### src/rtl/scan_pkg.sv
// Shared types and constants for the frame scan path: sequencer state
// encoding and the per-pixel tag that travels alongside BRAM read data.
package scan_pkg;

    localparam int SCAN_DEF_WIDTH  = 320;
    localparam int SCAN_DEF_HEIGHT = 240;
    localparam int FRAME_PIXELS    = SCAN_DEF_WIDTH * SCAN_DEF_HEIGHT;
    localparam int LAST_ADDR       = FRAME_PIXELS - 1;

    // Tag coordinate fields are sized for the full camera frame; smaller
    // frames zero-extend into them.
    localparam int TAG_COL_BITS = $clog2(SCAN_DEF_WIDTH);
    localparam int TAG_ROW_BITS = $clog2(SCAN_DEF_HEIGHT);

    typedef enum logic [1:0] {
        IDLE  = 2'd0,
        SCAN  = 2'd1,
        DRAIN = 2'd2,
        LATCH = 2'd3
    } scan_state_t;

    typedef struct packed {
        logic                    valid;
        logic                    sof;
        logic                    eof;
        logic [TAG_COL_BITS-1:0] col;
        logic [TAG_ROW_BITS-1:0] row;
    } pix_tag_t;

endpackage

### src/rtl/delay_line.sv
// Fixed-depth shift register used to line sideband information up with
// data coming out of a pipelined memory. Cleared by reset so nothing
// in flight survives it.
module delay_line #(
    parameter int WIDTH = 1,
    parameter int DEPTH = 1
) (
    input  logic             i_clk,
    input  logic             i_reset,
    input  logic [WIDTH-1:0] i_data,
    output logic [WIDTH-1:0] o_data
);

    logic [WIDTH-1:0] r_stage [0:DEPTH-1];

    // Shift one stage per clock; reset empties the whole line.
    always_ff @(posedge i_clk or posedge i_reset) begin
        if (i_reset) begin
            for (int i = 0; i < DEPTH; i++) begin
                r_stage[i] <= '0;
            end
        end else begin
            r_stage[0] <= i_data;
            for (int i = 1; i < DEPTH; i++) begin
                r_stage[i] <= r_stage[i-1];
            end
        end
    end

    assign o_data = r_stage[DEPTH-1];

endmodule

### src/rtl/frame_scan_sequencer.sv
// Walks the frame-buffer BRAM once per accepted camera frame, producing
// read addresses plus row/column coordinates (by counting, no divide) and
// pixel strobes delayed to line up with the BRAM read latency.
module frame_scan_sequencer
    import scan_pkg::*;
#(
    parameter int IMAGE_WIDTH  = SCAN_DEF_WIDTH,
    parameter int IMAGE_HEIGHT = SCAN_DEF_HEIGHT,
    parameter int ADDR_BITS    = $clog2(IMAGE_WIDTH * IMAGE_HEIGHT),
    parameter int READ_LATENCY = 2,
    parameter int DECIMATION   = 1
) (
    input  logic                            i_clk,
    input  logic                            i_reset,
    input  logic                            i_enable,
    input  logic                            i_frame_ready,
    output logic [ADDR_BITS-1:0]            o_rdaddress,
    output logic                            o_rd_en,
    output logic                            o_pix_valid,
    output logic [$clog2(IMAGE_WIDTH)-1:0]  o_pix_col,
    output logic [$clog2(IMAGE_HEIGHT)-1:0] o_pix_row,
    output logic                            o_sof,
    output logic                            o_eof,
    output logic                            o_result_latch,
    output logic                            o_busy,
    output logic                            o_overrun
);

    localparam int COL_BITS = $clog2(IMAGE_WIDTH);
    localparam int ROW_BITS = $clog2(IMAGE_HEIGHT);
    localparam int DEC_BITS = 4;
    localparam int DRN_BITS = 3;

    localparam logic [ADDR_BITS-1:0] LAST_PIX_ADDR = ADDR_BITS'(IMAGE_WIDTH * IMAGE_HEIGHT - 1);
    localparam logic [COL_BITS-1:0]  LAST_COL      = COL_BITS'(IMAGE_WIDTH - 1);
    localparam logic [DEC_BITS-1:0]  LAST_DEC      = DEC_BITS'(DECIMATION - 1);
    localparam logic [DRN_BITS-1:0]  LAST_DRAIN    = DRN_BITS'(READ_LATENCY - 1);

    scan_state_t           r_state;
    scan_state_t           w_nextState;
    logic [ADDR_BITS-1:0]  r_addr;
    logic [COL_BITS-1:0]   r_col;
    logic [ROW_BITS-1:0]   r_row;
    logic [DRN_BITS-1:0]   r_drainCnt;
    logic [DEC_BITS-1:0]   r_decCnt;
    logic                  r_pending;
    logic                  r_overrun;

    logic                  w_accept;
    logic                  w_start;
    logic                  w_lastAddr;
    pix_tag_t              w_tagIn;
    pix_tag_t              w_tagOut;
    logic [$bits(pix_tag_t)-1:0] w_tagBits;
    logic                  w_unusedTagBits;

    assign w_accept   = i_frame_ready && (r_decCnt == '0);
    assign w_start    = (r_state == IDLE) && i_enable && (w_accept || r_pending);
    assign w_lastAddr = (r_addr == LAST_PIX_ADDR);

    // State register.
    always_ff @(posedge i_clk or posedge i_reset) begin
        if (i_reset) begin
            r_state <= IDLE;
        end else begin
            r_state <= w_nextState;
        end
    end

    // Next-state: scan the frame, wait out the read latency, pulse latch.
    always_comb begin
        w_nextState = r_state;
        case (r_state)
            IDLE:    if (w_start) w_nextState = SCAN;
            SCAN:    if (w_lastAddr) w_nextState = DRAIN;
            DRAIN:   if (r_drainCnt == LAST_DRAIN) w_nextState = LATCH;
            LATCH:   w_nextState = IDLE;
            default: w_nextState = IDLE;
        endcase
    end

    // State-decoded strobes.
    always_comb begin
        o_rd_en        = 1'b0;
        o_busy         = 1'b0;
        o_result_latch = 1'b0;
        o_rd_en        = (r_state == SCAN);
        o_busy         = (r_state != IDLE);
        o_result_latch = (r_state == LATCH);
    end

    // Decimation counter advances on every frame pulse, accepted or not.
    always_ff @(posedge i_clk or posedge i_reset) begin
        if (i_reset) begin
            r_decCnt <= '0;
        end else if (i_frame_ready) begin
            r_decCnt <= (r_decCnt == LAST_DEC) ? '0 : r_decCnt + DEC_BITS'(1);
        end
    end

    // One-deep frame backlog; a frame arriving with the backlog full is dropped and flagged.
    always_ff @(posedge i_clk or posedge i_reset) begin
        if (i_reset) begin
            r_pending <= 1'b0;
            r_overrun <= 1'b0;
        end else if (w_start) begin
            r_pending <= w_accept && r_pending;
        end else if (w_accept) begin
            if (r_pending) begin
                r_overrun <= 1'b1;
            end else begin
                r_pending <= 1'b1;
            end
        end
    end

    // Address and raster coordinates; address holds its last value between scans.
    always_ff @(posedge i_clk or posedge i_reset) begin
        if (i_reset) begin
            r_addr <= '0;
            r_col  <= '0;
            r_row  <= '0;
        end else if (w_start) begin
            r_addr <= '0;
            r_col  <= '0;
            r_row  <= '0;
        end else if ((r_state == SCAN) && !w_lastAddr) begin
            r_addr <= r_addr + ADDR_BITS'(1);
            if (r_col == LAST_COL) begin
                r_col <= '0;
                r_row <= r_row + ROW_BITS'(1);
            end else begin
                r_col <= r_col + COL_BITS'(1);
            end
        end
    end

    // Counts cycles spent in DRAIN so the last pixel leaves the BRAM before latching.
    always_ff @(posedge i_clk or posedge i_reset) begin
        if (i_reset) begin
            r_drainCnt <= '0;
        end else if (r_state == DRAIN) begin
            r_drainCnt <= r_drainCnt + DRN_BITS'(1);
        end else begin
            r_drainCnt <= '0;
        end
    end

    // Tag for the address issued this cycle; all-zero when not scanning.
    always_comb begin
        w_tagIn = '0;
        if (r_state == SCAN) begin
            w_tagIn.valid = 1'b1;
            w_tagIn.sof   = (r_addr == '0);
            w_tagIn.eof   = w_lastAddr;
            w_tagIn.col   = TAG_COL_BITS'(r_col);
            w_tagIn.row   = TAG_ROW_BITS'(r_row);
        end
    end

    delay_line #(
        .WIDTH ($bits(pix_tag_t)),
        .DEPTH (READ_LATENCY)
    ) u_tagDelay (
        .i_clk   (i_clk),
        .i_reset (i_reset),
        .i_data  (w_tagIn),
        .o_data  (w_tagBits)
    );

    assign w_tagOut        = pix_tag_t'(w_tagBits);
    assign w_unusedTagBits = ^{w_tagOut.col, w_tagOut.row};

    assign o_rdaddress = r_addr;
    assign o_pix_valid = w_tagOut.valid;
    assign o_sof       = w_tagOut.sof;
    assign o_eof       = w_tagOut.eof;
    assign o_pix_col   = w_tagOut.col[COL_BITS-1:0];
    assign o_pix_row   = w_tagOut.row[ROW_BITS-1:0];
    assign o_overrun   = r_overrun;

endmodule

### config.mk
export PLATFORM = sky130hd
export DESIGN_NAME = frame_scan_sequencer
export DESIGN_NICKNAME = d
export VERILOG_FILES = /design/src/rtl/scan_pkg.sv /design/src/rtl/delay_line.sv /design/src/rtl/frame_scan_sequencer.sv
export SDC_FILE = /design/constraint.sdc
export NUM_CORES = 1
export LEC_CHECK = 0
export BUFFER_PORTS_ARGS = -buffer_cell sky130_fd_sc_hd__buf_2
export CAP_MARGIN = 40
export CORE_ASPECT_RATIO = 1.5
export CORE_UTILIZATION = 55
export DETAILED_ROUTE_END_ITERATION = 12
export GPL_ROUTABILITY_DRIVEN = 0
export MAX_ROUTING_LAYER = met4
export PLACE_DENSITY = 0.76
export SLEW_MARGIN = 20
export SYNTH_ARGS = -nofsm -noshare
export SYNTH_HDL_FRONTEND = slang
export SYNTH_SLANG_ARGS = --single-unit
export TNS_END_PERCENT = 1
### constraint.sdc
create_clock -name i_clk -period 3.3 [get_ports i_clk]
set_input_delay 0.165 -clock i_clk [delete_from_list [all_inputs] [get_ports i_clk]]
set_output_delay 0.165 -clock i_clk [all_outputs]
set_load 0.02 [all_outputs]
==> results of run 1 <==
-- flip-flops by register name, indices dropped and copies added, names as in the netlist --
name                cells
o_overrun               1
o_rdaddress            17
r_col                   9
r_decCnt                4
r_drainCnt              3
r_pending               1
r_row                   8
r_state                 2
u_tagDelay.o_data      20
u_tagDelay.r_stage     20
-- routing by layer --
layer	global-route usage, %	part of all wire [%]	vias up
met5	-	0	-
met4	12.2	3.0	0
met3	4.79	3.2	17
met2	32.5	49	60
met1	23.8	44	1159
li1	-	-	1193
-- path summary, 6_finish.rpt --
path | start | to | slack (ns) | depth (start not counted)
setup / recovery | o_rdaddress[0] | r_state[1] | 0.90 | 7
hold / removal | i_frame_ready | r_decCnt[1] | 0.08 | 2
setup reg to reg | o_rdaddress[0] | r_state[1] | 0.90 | 7
hold reg to reg | u_tagDelay.r_stage[34] | u_tagDelay.o_data[14] | 0.35 | 0
max in group asynchronous | i_reset | r_drainCnt[0] | 1.87 | 4
min in group asynchronous | i_reset | r_col[0] | 0.43 | 3
-- cells in the final DEF (no fill, tap or decap), drive strengths merged, types with 2 or more instances in the layout --
cell type,netlist,layout
nor2,33,33
or3,3,3
nor4,4,4
buf,19,49
dfrtp,85,85
o211ai,8,8
clkbuf,10,11
xor2,19,19
clkinvlp,0,4
and4,3,3
or4,2,2
and3,10,10
nor2b,3,3
ha,13,13
xnor2,5,5
mux2i,2,2
nand2,18,18
o2111ai,8,8
nand3,7,7
a21oi,10,10
nand3b,3,3
inv,10,9
o21ai,13,13
clkinv,0,2
nand4,5,5
and2,20,20
nor3,5,5
-- power by group through the flow --
stage	registers (mW)	logic [mW]	clock network, mW
after floorplan	1.12	0.0786	0
after global placement	1.12	0.106	0
after detailed placement	1.12	0.110	0
after CTS	1.10	0.112	0.696
after global routing	1.11	0.132	0.737
final	1.10	0.109	0.678
-- what timing repair did --
action,in CTS,in global routing
endpoints found under the setup margin,0,0
endpoints found under the hold margin,40,0
hold buffers,1,0
setup buffers,0,0
-- metrics by stage --
step,worst slack [ns],instances,utilization [%]
after floorplan,0.942,332,-
after global placement,1.07,428,60.1
after detailed placement,0.939,428,60.1
after CTS,0.920,445,63.1
after global routing,0.695,445,63.1
final,0.904,445,63.1
-- cell type report --
cell class	count	area [um^2]	area share, %
multi-input combinational	208	1410	34.1
clock inverter	5	35.0	0.850
clock buffer	11	151	3.67
tap	76	95.1	2.31
sequential	85	2130	51.6
timing repair buffer	50	268	6.50
inverter	10	38.8	0.941
-- logic make-up (layout without fill, tap and decap cells) --
group | after synthesis | count (layout) | synth area share [%]
buf+inv | 39 | 76 | 5.68
compound gates | 45 | 45 | 8.16
fa+ha+maj | 14 | 14 | 4.61
mux | 3 | 3 | 0.836
simple gates | 122 | 122 | 18.3
flops | 85 | 85 | 56.8
xor+xnor | 24 | 24 | 5.61
==> run summary, run 1 <==
The logs give 2,429 for the vias after detailed routing and 35.9% for the share of total power in the clock network. The tightest min-delay check is of the in2reg type. Max-slew violation count: 0. The total area inside the core boundary comes to 6530 um^2. Setup violations remaining at the end of the flow were counted as 0. The number of nets still failing antenna checks after routing is 0, and the width of the die is 69.4 um. The count of flip-flops with a built-in enable after synthesis was 0; the half-perimeter wire length after placement was 4200 um.

Measured against its own limit, the worst slew margin works out to 54.6%. The critical path is of the reg2reg type. In the global route stage, overall resource usage came out at 20.4%.

The routed length per placed instance is 14.4 um. The slowest stage of the critical path belongs to the cell dfrtp_1. TritonCTS built the clock tree. The library cell with the highest instance count after synthesis is dfrtp_1. The buffering stage count on the worst path with inverters included was 1.

In this run the tool buffered the top-level ports with 44 buffer cells. Among cell families on the critical path, the largest total delay comes from simple AND/OR/NAND/NOR gates. For this run, asynchronously set or reset flops after synthesis account for 100%. In this run, CTS created clock tree buffers numbering 9. After filler insertion, the fill cell instance count of the layout stands at 533. For the critical path arrival, the log shows 2.64 ns.

The time the worst path needs with I/O delays and setup is 2.40 ns. The sequential cell fraction of total power was 58.3%; the number of placement rows was 36. During I/O placement, the number of pins put on the boundary was 45.

The run finished with clean final reports. The via count of the first global-routing pass was 2,366. Setup repair after global routing left no endpoint under its margin. Entering global routing, the biggest net connects 46 pins.

For the peak supply drop, the log shows 264 uV. When the netlist entered floorplanning its net count stood at 349. Master cell of the clock root buffer: clkbuf_8.

Summed over all failing endpoints, the final setup total negative slack is 0 ns. Summed over all nets, the switching power comes to 0.454 mW. In the final layout, the share of cells above drive strength 1 is 20.6%. CTS saw 85 sinks. Dividing the synthesized area by the synthesized cell count gives 11.3 um^2. After synthesis the cells add up to 3740 um^2. The first detailed-routing pass took 4 iterations.

The finished cells cover 4120 um^2. At the pin with the least slew margin, the transition time is 0.681 ns. The signal on the critical path passes through ha_1, and4_1, nand3_2, o21ai_0, buf_4, nand3_1, mux2_2. For this run, the number of Yosys warnings is 0. Summed over all layers, the routed wires come to 6400 um. In this run switching power makes up 24.1% of total power. Across the run, the number of max-cap violations was 0. The required time of the worst setup path is 3.54 ns, and the fraction of the yosys area taken by sequential cells is 56.8%.

In this run the power density over the cells is 458 nW/um^2. The final number of hold-violating endpoints was 0; the leakage power figure was 1.95 nW. Of the total power, combinational logic draws 5.8%. The worst setup path is captured at a register.

The initial antenna violation count was 0. For the starting utilization of the core area, the log shows 57.3%. On the final layout, the worst clock skew is 0.00951 ns. Global routing finished with a remaining overflow of 0.

The placed instances occupy a cell area of 3930 um^2. The floorplan step defined a die boundary enclosing 7150 um^2. The detailed-route DRC error count is 0, and the clock network latency to the later pin of the worst-skew pair is 0.35 ns. The DRC marker count from the first detailed-route iteration is 135, and the total power after layout is 1.89 mW. The first global-routing pass estimated 10,800 um of wire.

Synthesis-stage register bit count: 85. The longest clock path from root to sink contains 2 buffers. The worst-case hold slack is 0.0819 ns. The H-tree was split into 3 levels.

After clock tree synthesis, the clock-pin slew on the worst setup and hold paths is 0.09 ns. Most instantiated flip-flop cell in the synthesis netlist: dfrtp_1. Summed over all instances, the cell type with the most area after synthesis is dfrtp_1. The die span in y came out at 103 um. The highest attainable clock frequency came out at 417 MHz.

By count the netlist is led by dfrtp_1, nor2_1, and2_1, xor2_1, nand2_1. The synthesized netlist contains 44 unique library cells. The critical path startpoint category is a register. The number of diodes was 0; the largest fanout on the critical path was 18. The post-CTS resize count was 0; the proportion of netlist area held by the largest area contributor was 56.8%.

Number of vias per cell after detailed routing: 5.46. The gate count of the mapped netlist is 332. The final-stage net count is 381, and the final period utilization is 72.6%. Ranked by total cell area, the synthesized netlist is headed by dfrtp_1, xor2_1, ha_1, buf_4, and2_1. The maximum single-stage delay on the critical path is 0.44 ns.

The area growth from synthesis to final layout came out at 10.1%. The internal portion of the total power is 1.43 mW.
No activity file was read; power rests on OpenSTA's default activity.
==> inputs of run 2 (changes only) <==
--- a/config.mk
+++ b/config.mk
@@ -5,10 +5,11 @@
 export SDC_FILE = /design/constraint.sdc
 export NUM_CORES = 1
 export LEC_CHECK = 0
+export ABC_AREA = 1
 export BUFFER_PORTS_ARGS = -buffer_cell sky130_fd_sc_hd__buf_2
 export CAP_MARGIN = 40
 export CORE_ASPECT_RATIO = 1.5
-export CORE_UTILIZATION = 55
+export CORE_UTILIZATION = 53
 export DETAILED_ROUTE_END_ITERATION = 12
 export GPL_ROUTABILITY_DRIVEN = 0
 export MAX_ROUTING_LAYER = met4
==> constraint.sdc (replaced) <==
create_clock -name i_clk -period 2.2 [get_ports i_clk]
set_input_delay 0.11 -clock i_clk [delete_from_list [all_inputs] [get_ports i_clk]]
set_output_delay 0.11 -clock i_clk [all_outputs]
set_load 0.02 [all_outputs]
==> run 2 against run 1 <==
- non-clock buffer count grew 2
- first-iteration DRC count grew 24%
- critical path type unchanged
- clock skew shrank 0.0053 ns
- largest cell class unchanged
- die area grew 15%
- worst setup slack lost 0.63 ns
- routed wire length grew 24%
- clock power grew 130%
- design area grew 14%
==> run summary, run 2 <==
Endpoint of the lowest-slack register-to-register path: o_rdaddress[3]. In this run, synthesis produced a sequential element count of 85. The top cell types in the final layout, fill and taps aside, are nand2_1, dfrtp_1, inv_1. The top cell type by area accounts for 51.1% of the synthesized area. The path depth of the worst reg2reg path came out at 9. After detailed routing, the met2 layer carries 4160 um of wire. The leakage power figure was 2.60 nW. In this run the worst setup path begins at o_rdaddress[0]. In this run the worst path has a maximum fanout of 32. Worst flop-to-flop path startpoint: o_rdaddress[0]. Headroom to the max-slew limit: 65.4%.

The cell sitting at the root of the clock tree is a clkbuf_16. The width of the die is 74.4 um, and the initial antenna violation count is 0. The logs give 0 for the number of warnings reported in the yosys synthesis log and 4700 um^2 for the summed area of non-filler cells in the final layout. The clock net in this run drives a total of 85 sinks. The logs give 331 um for the met3 routed wirelength and 0 for the max-cap violation count. The tools report the final setup slack of the worst path as 0.279 ns. The share of the Yosys chip area taken by registers is 51.1%. TritonCTS built the clock tree. Data arrives at the worst endpoint at 2.19 ns. For the number of detailed-routing iterations run before antenna repair, the log shows 5. In this run the standard cell core region covers 7610 um^2. The run finished with clean final reports. The worst hold path belongs to the class in2reg.

The biggest area contributor in the post-synthesis netlist is dfrtp_1. In this run the top signal layer used is met4. The HPWL after detailed placement is 5590 um. The worst-case IR drop observed on VDD is 705 uV. Gate count of the mapped netlist: 480. The clock tree buffer depth came out at 2. The tools report the worst-case hold slack as 0.0297 ns.

The floorplan step defined a die boundary enclosing 8220 um^2. The remaining global-route overflow is 0, and the number of distinct library cell variants in the gate-level netlist after synthesis is 33. The most critical setup path has its endpoint at o_rdaddress[3]. The tools report the number of diodes as 0. Compared with the post-synthesis result, the final layout area differs by 12.9%. The number of vias per cell after detailed routing was 5.03.

The die span in y is 111 um. The total negative setup slack is 0 ns. The run gives 21.8% as the aggregate global-route resource usage. By startpoint and endpoint, the worst setup path is classified as reg2reg. STA puts the critical path data required time at 2.46 ns. For the DRC marker count from the first detailed-route iteration, the log shows 168. The final-stage net count was 532; the max-slew violation count was 0. For the final database, setup skew stands at 0.00424 ns.

The later pin in the worst-skew pair is clocked with a latency of 0.34 ns. After detailed routing, the number of remaining DRC violations is 0. The number of nets still failing antenna checks after routing was 0.

Once layout is complete, the cells apart from fillers number 622. The run gives 0 as the final number of hold-violating endpoints. The starting utilization of the core area was 54.7%. A synthesized cell averages 8.67 um^2.

Counting every net in the synthesized netlist gives 497. Setup slack of the worst register-to-register path: 0.28 ns. In the post-synthesis netlist, the cell with the most instances is nand2_1. After detailed routing, the wire length on met1 is 3180 um. Once placement completed, the tool counted placed cells totaling 605. In this run, synthesis inferred 0 flip-flops with an integrated enable. Setup repair after global routing left no endpoint under its margin. Counting I/O delays and the setup requirement, the final critical path takes 1.92 ns. The highest attainable clock frequency came out at 520 MHz. For this run, the share of the core covered by cells in the final layout is 61.7%.

The mapped netlist covers 4160 um^2. Timing analysis after detailed placement gives a worst setup slack of 0.277 ns. The post-CTS resize count is 0, and the vias after detailed routing is 3,127. The number of setup violations in the final report was 0. Sorting the synthesized cells by area gives the leading types as dfrtp_1, nand2_1, inv_1, nand3_1, nor2_1. Critical path startpoint category: a register. In the finished design, the share of the clock period the worst path needs comes to 87.3%. Entering global routing, the biggest net connects 38 pins. The most used flip-flop cell after synthesis is dfrtp_1. The commonest cells after synthesis are nand2_1, dfrtp_1, inv_1, nor2_1, nand3_1. Clock-pin slew was measured on the worst setup and hold paths at 0.06 ns. Clock tree synthesis inserted a total of 9 buffers. The power per cell area was 1110 nW/um^2.

Pin placement for this block handled 45 I/O pins. The first global-routing pass estimated 13,300 um of wire. The total power after layout was 5.22 mW; the routed length per placed instance was 12.7 um. The number of placement rows was 39.

Of all flip-flops after synthesis, the portion carrying an async set or reset was 100%. The transition time at the pin with the least slew margin is 0.518 ns, and the wire length after detailed routing is 7930 um. Leaving out fill and tap cells, the most frequent cell in the layout is nand2_1. The worst setup path is captured at a register.

Port buffering added 44 buffers. The clock tree synthesis step divided the H-tree into 3 levels. The placed instance area is 4380 um^2. Of the cells placed in the final design, the portion with a size suffix greater than 1 is 18.8%. Via count of the first global-routing pass: 2,982.
run 2: changes by cell type in the layout (fill, tap and decap cells not counted), sizes merged, moves of 4 or more:
cell,delta
o21ai,+8
o2111ai,-8
a21oi,-7
inv,+49
nand3,+31
xor2,-10
nand4,+11
o211ai,-8
nor2,+17
nand2,+125
or2,+4
and2,-19
nor3,-4
and3,-10
run 2: kinds of logic after synthesis:
kind of cell,share of synthesized area [%]
flops,51.1
simple gates,28.0
xor+xnor,2.31
buf+inv,10.2
compound gates,4.54
fa+ha+maj,3.91
run 2: how the worst min path moves through the flow:
stage                       start              endpoint  slack, ns  depth (start not counted)
floorplan           i_frame_ready           r_decCnt[1]       0.22                          1
global placement          i_reset  u_tagDelay.o_data[4]       0.14                          2
detailed placement        i_reset  u_tagDelay.o_data[4]       0.15                          2
CTS                 i_frame_ready           r_decCnt[1]       0.02                          2
global route        i_frame_ready           r_decCnt[0]       0.08                          2
finish              i_frame_ready           r_decCnt[1]       0.03                          2
run 2: repair_timing:
action,in CTS,in global routing
setup buffers,0,0
hold buffers,1,0
hold endpoints to repair,17,0
run 2: critical path, stage by stage (launching register included):
cell	delay, ns
dfrtp_1	0.41
ha_1	0.22
nand2_2	0.09
nor2_4	0.15
nand3_4	0.13
nor2_4	0.12
nor2_4	0.11
nor2_8	0.39
nand2_1	0.14
o21ai_2	0.08
run 2: layout make-up:
type / count / area (um^2)
clock buffers: 13 / 270
clock inverters: 3 / 42.5
fillers: 675 / 2910
inverters: 59 / 225
multi-input cells: 308 / 1610
flip-flops and latches: 85 / 2130
well taps: 102 / 128
repair buffers: 52 / 295
run 2: layer usage:
layer,GRT usage [%],vias to the layer above
met2,35.6,71
met3,4.56,25
met5,-,-
li1,-,1555
met4,13.5,0
met1,23.4,1476
run 2: power breakdown:
| part | leakage (nW) | total [mW] | switching (mW) | internal (mW) |
|---|---|---|---|---|
| clock | 0.152 | 1.55 | 0.583 | 0.970 |
| sequential | 1.15 | 2.10 | 0.242 | 1.86 |
| combinational | 1.30 | 1.56 | 1.06 | 0.503 |
| total | 2.60 | 5.22 | 1.89 | 3.33 |
==> inputs of run 3 (changes only) <==
--- a/config.mk
+++ b/config.mk
@@ -9,11 +9,11 @@
 export BUFFER_PORTS_ARGS = -buffer_cell sky130_fd_sc_hd__buf_2
 export CAP_MARGIN = 40
 export CORE_ASPECT_RATIO = 1.5
-export CORE_UTILIZATION = 53
+export CORE_UTILIZATION = 55
 export DETAILED_ROUTE_END_ITERATION = 12
 export GPL_ROUTABILITY_DRIVEN = 0
 export MAX_ROUTING_LAYER = met4
-export PLACE_DENSITY = 0.76
+export PLACE_DENSITY = 0.75
 export SLEW_MARGIN = 20
 export SYNTH_ARGS = -nofsm -noshare
 export SYNTH_HDL_FRONTEND = slang
==> constraint.sdc (replaced) <==
create_clock -name i_clk -period 1.9 [get_ports i_clk]
set_input_delay 0.095 -clock i_clk [delete_from_list [all_inputs] [get_ports i_clk]]
set_output_delay 0.095 -clock i_clk [all_outputs]
set_load 0.02 [all_outputs]
==> run 3 against run 2 <==
- register-to-register slack got worse by 0.14 ns
- sequential cell count stayed put
- count of clock-buffer cells in the layout decreased by 3
- global-route usage grew 1.6 points
- design area is essentially flat
- first-iteration DRC count increased by 74%
- clock skew increased by 0.0081 ns
- largest power group unchanged
==> run summary, run 3 (synthesized netlist as in run 2, its figures left out) <==
The flow ran to the end, and the final reports show no timing, DRC or antenna violations. The final route contains 3,157 vias. 0 antenna diodes ended up in the layout. The via count of the first global-routing pass is 3,150. In the finished design, the share of the clock period the worst path needs comes to 92.6%. In this run the horizontal extent of the chip is 73.0 um. The first detailed-routing pass took 8 iterations.

The number of clock buffers added by TritonCTS is 9. Launching instance or port of the critical path: o_rdaddress[0]. Setup repair after global routing could not meet its margin everywhere. After detailed routing, the average wire length per cell comes to 12.9 um. The run gives 0 as the initial antenna violation count. The tree built by TritonCTS fans out to 85 sinks.

The max-cap violation count was 0; the DRC marker count from the first detailed-route iteration was 292. For the final number of hold-violating endpoints, the log shows 0. At the end of the flow, the number of nets in the layout was 539.

The buffers inserted during post-CTS setup optimization is 0. The tools report the launch instance of the worst min-delay path as i_enable. For this run, the top clock speed supported by timing is 569 MHz. For the pin with the worst max-slew slack, the measured transition is 0.429 ns. In this design, the stage delay of the slowest critical-path cell is 0.45 ns. For the final database, setup skew stands at 0.0123 ns. Cells fill 64.6% of the core in the end. Walking the worst path, the cells encountered are ha_2, nand2_2, nor2_4, nand3_4, o21ai_4, nand2_2, nand2_4, nand2_1, nand2_1. The run gives 0.36 ns as the clock network latency to the later pin of the worst-skew pair. Summed over all layers, the global routing overflow is 0. The placed instance area is 4440 um^2.

The finished cells cover 4700 um^2. Clock-pin slew was measured on the worst setup and hold paths at 0.09 ns. STA puts the critical path data required time at 2.20 ns. From synthesis to final layout, the design area changed by 12.9%. The die span in y is 109 um, and the half-perimeter wire length after placement is 5670 um. Of all nets on the critical path, the largest fanout is 8. The count of input and output buffers is 44.

No sink is reached through more buffers than the 2 on the longest clock path. The run gives 8090 um as the wire length after detailed routing. The critical path is of the reg2reg type. The wire length of the first global-routing pass came out at 13,700 um.

The design draws 5.75 mW. The starting utilization of the core area came out at 57.2%. Leaving out fill and tap cells, the most frequent cells in the layout are nand2_1, dfrtp_1, inv_1. In this run the power density over the cells is 1220 nW/um^2.

The tools report the number of ports placed on the die boundary as 45. After detailed routing, the number of vias per cell comes to 5.04. The tools report the worst flop-to-flop path startpoint as o_rdaddress[0].

The cell sitting at the root of the clock tree is a clkbuf_8. The tools report the peak supply drop as 1180 uV. The worst path needs 1.76 ns of the cycle, external delays included. At the worst endpoint, the arrival time is 2.06 ns. The worst-path cell with the longest stage delay was dfrtp_2. Detailed-route DRC error count: 0.

Entering global routing, the biggest net connects 86 pins. TritonCTS built the clock tree. The min-delay analysis places its worst path in the category in2reg. In this run the static leakage power is 2.62 nW. Measured against its own limit, the worst slew margin works out to 71.1%. The die covers 7930 um^2. Type of destination of the critical path: a register.

Global routing consumed, over all layers together, 23.4% of the routing resources. The level count of the clock H-tree is 3, and the number of setup violations in the final report is 0. The count of nets left with antenna violations once routing finished came out at 0. The run gives 7270 um^2 as the core box area.

Row generation in the floorplan step produced 38 rows. The worst setup path is launched from a register. The most common library cell in the layout ignoring fill and taps was nand2_1. The max-slew violation count is 0, and the fraction of final layout cells with drive strength greater than 1 is 20.9%.
-- run 3: cell types whose count changed in the layout (fill, tap and decap cells not counted), moves of 2 or more --
cell / previous run / this run
dfrtp_1: 85 / 83
clkbuf_8: 3 / 10
buf_6: 0 / 2
nand2_1: 136 / 134
dfrtp_2: 0 / 2
buf_12: 1 / 3
nand2_4: 1 / 3
clkbuf_16: 9 / 0
buf_4: 6 / 8
inv_6: 0 / 2
-- run 3: layout make-up --
class / instances / area, um^2
flip-flops and latches: 85 / 2130
repair buffers: 59 / 383
inverters: 59 / 228
fillers: 620 / 2570
well taps: 100 / 125
clock buffers: 10 / 138
clock inverters: 6 / 68.8
multi-input cells: 308 / 1630
-- run 3: timing repair --
action,4_1_cts,5_1_grt
gates resized for setup,0,10
hold buffers,2,0
endpoints found under the hold margin,87,0
setup endpoints to repair,0,30
-- run 3: routing by layer --
| metal | vias to the layer above | GRT usage [%] | wire length [um] |
|---|---|---|---|
| li1 | 1563 | - | - |
| met1 | 1499 | 26.6 | 3280 |
| met2 | 75 | 38.8 | 4290 |
| met3 | 20 | 3.17 | 289 |
| met4 | 0 | 14.0 | 221 |
| met5 | - | - | 0 |
-- run 3: final timing paths --
| check | end | slack [ns] | cells past startpoint |
|---|---|---|---|
| setup / recovery | r_row[7] | 0.14 | 9 |
| hold / removal | r_pending | 0.02 | 4 |
| setup reg to reg | r_row[7] | 0.14 | 9 |
| hold reg to reg | u_tagDelay.o_data[12] | 0.35 | 0 |
| max in group asynchronous | o_rdaddress[1] | 1.15 | 4 |
| min in group asynchronous | u_tagDelay.o_data[2] | 0.42 | 4 |
-- run 3: stage by stage --
step | TNS, ns | setup WS, ns | hold slack [ns] | std cells
final | 0 | 0.141 | 0.0190 | 627
after global routing | -0.00590 | -0.00590 | 0.0199 | 627
after CTS | 0 | 0.0317 | 0.00774 | 627
after detailed placement | 0 | 0.0776 | 0.267 | 609
after global placement | 0 | 0.122 | 0.254 | 609
after floorplan | 0 | 0.205 | 0.202 | 480
-- run 3: power by group --
| part | internal [mW] | switching (mW) | leakage [nW] |
|---|---|---|---|
| Combinational | 0.720 | 1.29 | 1.37 |
| Clock | 0.652 | 0.661 | 0.103 |
| Sequential | 2.15 | 0.270 | 1.15 |
| Total | 3.52 | 2.22 | 2.62 |
-- run 3: worst max-delay path: cells and delay by family (launching register included) --
kind	cells	cell delay [ns]
AND/OR/NAND/NOR	7	0.81
flip-flops	1	0.45
adder cells (fa/ha/maj)	1	0.22
AO/OA/AOI/OAI	1	0.21
